==> config.mk <==
export PLATFORM = sky130hd
export DESIGN_NAME = dm_lsu
export DESIGN_NICKNAME = d
export VERILOG_FILES = /design/src/rtl/dm_lsu.sv
export SDC_FILE = /design/constraint.sdc
export NUM_CORES = 1
export LEC_CHECK = 0
export CAP_MARGIN = 15
export CELL_PAD_IN_SITES_DETAIL_PLACEMENT = 1
export CELL_PAD_IN_SITES_GLOBAL_PLACEMENT = 2
export CORE_UTILIZATION = 31
export CTS_CLUSTER_DIAMETER = 200
export DETAILED_ROUTE_END_ITERATION = 10
export PLACE_DENSITY = 0.95
export SYNTH_ARGS = -nofsm -noshare
export SYNTH_HDL_FRONTEND = slang
export SYNTH_SLANG_ARGS = --single-unit
==> constraint.sdc <==
create_clock -name clock -period 6.9 [get_ports clock]
set_input_delay 0.69 -clock clock [delete_from_list [all_inputs] [get_ports clock]]
set_output_delay 0.69 -clock clock [all_outputs]
set_load 0.01 [all_outputs]
==> src/rtl/dm_lsu.sv <==
// Load/store initiator for the negedge-clocked 256x32 data memory: byte/half/word
// requests, read-modify-write for sub-word stores, sign/zero-extended loads.
module dm_lsu #(
  parameter int unsigned DM_AW = 8
) (
  input  logic               clock,
  input  logic               rst,
  input  logic               req_valid,
  output logic               req_ready,
  input  logic               req_we,
  input  logic [1:0]         req_size,
  input  logic               req_unsigned,
  input  logic [DM_AW+1:0]   req_addr,
  input  logic [31:0]        req_wdata,
  output logic               rsp_valid,
  input  logic               rsp_ready,
  output logic [31:0]        rsp_rdata,
  output logic               rsp_err,
  output logic [DM_AW-1:0]   dm_address,
  output logic [31:0]        dm_data,
  output logic               dm_rden,
  output logic               dm_wren,
  input  logic [31:0]        dm_q
);

  typedef enum logic [1:0] {IDLE, READ, WRITE, RESP} state_t;

  state_t             state_q;
  logic               we_q;
  logic               uns_q;
  logic [1:0]         size_q;
  logic [1:0]         lane_q;
  logic [31:0]        wdata_q;
  logic               req_ready_q;
  logic               rsp_valid_q;
  logic               rsp_err_q;
  logic [31:0]        rsp_rdata_q;
  logic [DM_AW-1:0]   dm_address_q;
  logic [31:0]        dm_data_q;
  logic               dm_rden_q;
  logic               dm_wren_q;

  logic               req_err;
  logic               need_read;
  logic [7:0]         byte_sel;
  logic [15:0]        half_sel;
  logic [31:0]        load_d;
  logic [31:0]        merge_d;

  always_comb begin
    req_err = (req_size == 2'b11) ||
              (req_size == 2'b01 && req_addr[0]) ||
              (req_size == 2'b10 && req_addr[1:0] != 2'b00);
    // Loads and sub-word stores both start with a memory read.
    need_read = !req_we || (req_size != 2'b10);
  end

  always_comb begin
    byte_sel = dm_q[{lane_q, 3'b000} +: 8];
    half_sel = lane_q[1] ? dm_q[31:16] : dm_q[15:0];
    case (size_q)
      2'b00:   load_d = {{24{~uns_q & byte_sel[7]}}, byte_sel};
      2'b01:   load_d = {{16{~uns_q & half_sel[15]}}, half_sel};
      default: load_d = dm_q;
    endcase
    merge_d = dm_q;
    case (size_q)
      2'b00: merge_d[{lane_q, 3'b000} +: 8] = wdata_q[7:0];
      2'b01: begin
        if (lane_q[1]) merge_d[31:16] = wdata_q[15:0];
        else           merge_d[15:0]  = wdata_q[15:0];
      end
      default: merge_d = wdata_q;
    endcase
  end

  always_ff @(posedge clock) begin
    if (rst) begin
      state_q      <= IDLE;
      we_q         <= 1'b0;
      uns_q        <= 1'b0;
      size_q       <= '0;
      lane_q       <= '0;
      wdata_q      <= '0;
      req_ready_q  <= 1'b1;
      rsp_valid_q  <= 1'b0;
      rsp_err_q    <= 1'b0;
      rsp_rdata_q  <= '0;
      dm_address_q <= '0;
      dm_data_q    <= '0;
      dm_rden_q    <= 1'b0;
      dm_wren_q    <= 1'b0;
    end else begin
      case (state_q)
        IDLE: begin
          if (req_valid) begin
            we_q         <= req_we;
            uns_q        <= req_unsigned;
            size_q       <= req_size;
            lane_q       <= req_addr[1:0];
            wdata_q      <= req_wdata;
            req_ready_q  <= 1'b0;
            dm_address_q <= req_addr[DM_AW+1:2];
            if (req_err) begin
              rsp_valid_q <= 1'b1;
              rsp_err_q   <= 1'b1;
              rsp_rdata_q <= '0;
              state_q     <= RESP;
            end else if (need_read) begin
              dm_rden_q <= 1'b1;
              state_q   <= READ;
            end else begin
              dm_data_q <= req_wdata;
              dm_wren_q <= 1'b1;
              state_q   <= WRITE;
            end
          end
        end
        READ: begin
          dm_rden_q <= 1'b0;
          if (we_q) begin
            dm_data_q <= merge_d;
            dm_wren_q <= 1'b1;
            state_q   <= WRITE;
          end else begin
            rsp_rdata_q <= load_d;
            rsp_valid_q <= 1'b1;
            state_q     <= RESP;
          end
        end
        WRITE: begin
          dm_wren_q   <= 1'b0;
          rsp_valid_q <= 1'b1;
          rsp_err_q   <= 1'b0;
          rsp_rdata_q <= '0;
          state_q     <= RESP;
        end
        RESP: begin
          if (rsp_ready) begin
            rsp_valid_q <= 1'b0;
            rsp_err_q   <= 1'b0;
            rsp_rdata_q <= '0;
            req_ready_q <= 1'b1;
            state_q     <= IDLE;
          end
        end
        default: state_q <= IDLE;
      endcase
    end
  end

  assign req_ready  = req_ready_q;
  assign rsp_valid  = rsp_valid_q;
  assign rsp_err    = rsp_err_q;
  assign rsp_rdata  = rsp_rdata_q;
  assign dm_address = dm_address_q;
  assign dm_data    = dm_data_q;
  assign dm_rden    = dm_rden_q;
  assign dm_wren    = dm_wren_q;

endmodule

==> metrics.yaml <==
setup.worst_path.class: "flip-flop to flip-flop"
p_per_area_nw_per_um2: 335
vdd_ir_drop_max_mv: 0.191
rsz0062_at_grt: "no"
routed-via-count: 6768
max_cap_viol_count: 0
grt_pass1_wl_mm: 39.2
grt_usage_pct: 24.1
core-area_sq_um: 20200
drt-wirelength-per-cell_um: 21.3
antenna_cells: 0
fmax_mhz: 358
synth_nets: 878
rows: 52
ff_latch_area_sq_um: 2340
clk_latency_ns: 0.43
ant_nets: 0
async_flop_share_pct: 0
dp_slack_ns: 3.81
post_cts_resized: 0
worst_pin_slew_ns: 1.16
mostFrequentLayoutCell: "clkdlybuf4s50_1"
finalSetupViolations: 0
numCtsBuffers: 17
status: "complete, no violations"
synth_edf_count: 0
grt_overflow: 0
yosys.cell_types.count: 59
die_h_um: 145
p_leak_uw: 0.00295
avgSynthCellArea_sq_um: 8.09
reg2reg_depth: 7
design_area_sq_um: 8620
drtPass1Iterations: 5
via_per_inst: 5.68
multi_input_area_sq_um: 3560
drc_errors: 0
fin_ws_ns: 4.10
relSlewSlack_pct: 22.4
worstPathArrival_ns: 3.11
period_needed_ns: 2.80
grt_start_max_net_pins: 80
drv_slew: 0
post_cts_buffers: 0
ys.flop_type: "dfxtp_1"
netlist_area_sq_um: 6360
drtIter0Drc: 601
clock_skew_ns: 0.00946
cts_max_path_buffers: 2
initial_core_util_pct: 31.6
ys_seq_area_share_pct: 36.8
htreeDepth: 4
critPathCaptureType: "flip-flop"
area_delta_synth_final_pct: 35.4
place_area_sq_um: 8060
cts.clk_slew.worst_paths_ns: 0.06
post-dp-hpwl_mm: 17.7
cts.sinks: 117
cp_max_fo: 42
root_buffer: "clkbuf_16"
portBuffers: 158
critPathRequiredTime_ns: 7.22
wl_mm: 25.3
mostFrequentLayoutCells: "clkdlybuf4s50_1 (157), nand2_1 (132), dfxtp_1 (116)"
hold_viol: 0
hold_buffers: 0
hold_depth: 2
gp_congestion: 0.858
synth_seq_cells: 117
synth_warnings: 0
worstHoldPathType: "flip-flop to flip-flop"
tns_ns: 0
critPathLaunchType: "flip-flop"
finalNetCount: 999
min_period_over_period_pct: 40.5
tritoncts: "built"
dieArea_sq_um: 21100
die_w_um: 145
grt_pass1_vias: 6761
synthCells: 787
ioPinCount: 159
drive_above_1_share_pct: 7.93
fill_cells: 2416
antenna_found_initial: 0
[kinds of logic after synthesis]
| logic type | Yosys count | share of synthesized area (%) |
|---|---|---|
| AND/OR/NAND/NOR | 248 | 18.8 |
| flip-flops | 117 | 36.8 |
| multiplexers | 19 | 3.20 |
| adder cells (fa/ha/maj) | 9 | 1.77 |
| AO/OA/AOI/OAI | 285 | 32.1 |
| buffers and inverters | 109 | 7.35 |
[power by group]
group	internal (uW)	leakage, uW	switching (uW)	total [uW]
Sequential	800	0.000953	96.9	897
Combinational	461	0.00174	681	1140
Clock	495	0.000258	354	849
Total	1760	0.00295	1130	2890
[worst max-delay path: stages (launching register included)]
cell and delay, ns:
dfxtp_1 0.33, inv_1 0.09, ha_1 0.14, buf_4 0.39, nand2b_1 0.30, nand4b_4 0.26
nand2b_1 0.65, o32ai_1 0.51
[area by class of cell]
type | instances | area share, %
Clock buffer | 17 | 4.94
Clock inverter | 15 | 1.55
Inverter | 43 | 1.87
Multi-Input combinational cell | 561 | 41.4
Sequential cell | 117 | 27.2
Tap cell | 270 | 3.92
Timing Repair Buffer | 168 | 19.2
[metal layers]
metal	wire length [um]	track usage (%)
met5	0	0
met3	1960	5.53
met2	11800	39.0
met4	676	10.4
met1	10900	30.6
[cell usage after synthesis, types with 15 or more instances]
master      n  area share [%]
nand2_1   132             7.8
dfxtp_1   117              37
a21oi_1   115             9.0
inv_1      40             2.4
clkbuf_1   39             2.3
nor2_1     36             2.1
o32ai_1    24             3.3
o221ai_1   18             2.5
buf_2      17             1.3
mux2i_1    17             2.7
nor2b_1    17             1.7
o31ai_1    17             2.0
a221o_1    16             2.5
a32o_1     16             2.5
or2_2      16             1.6
a22o_1     15             2.1
a22oi_1    15             1.8
o211ai_1   15             1.8
[state kept, by name, indices dropped and copies added (netlist names)]
signal and cells:
uns_q 1, wdata_q 32, req_ready 1, dm_rden 1, dm_wren 1, we_q 1
rsp_rdata 32, rsp_valid 1, dm_address 8, rsp_err 1, dm_data 32, lane_q 2
state_q 2, size_q 2
[worst paths after layout]
path                  end         from  slack [ns]
max          rsp_rdata[6]   state_q[1]        4.10
min           dm_data[29]  dm_data[29]        0.46
max reg2reg  rsp_rdata[6]   state_q[1]        4.10
min reg2reg   dm_data[29]  dm_data[29]        0.46
[metrics by stage]
| step | hold WS, ns | power, uW | utilization (%) | std cells |
|---|---|---|---|---|
| after global placement | 0.436 | 2020 | 40.0 | 1159 |
| final | 0.456 | 2890 | 42.7 | 1191 |
| after detailed placement | 0.449 | 2040 | 40.0 | 1159 |
| after floorplan | 0.436 | 1590 | - | 787 |
| after CTS | 0.461 | 2900 | 42.7 | 1191 |
| after global routing | 0.475 | 3040 | 42.7 | 1191 |
(Power assumes the default switching activity.)
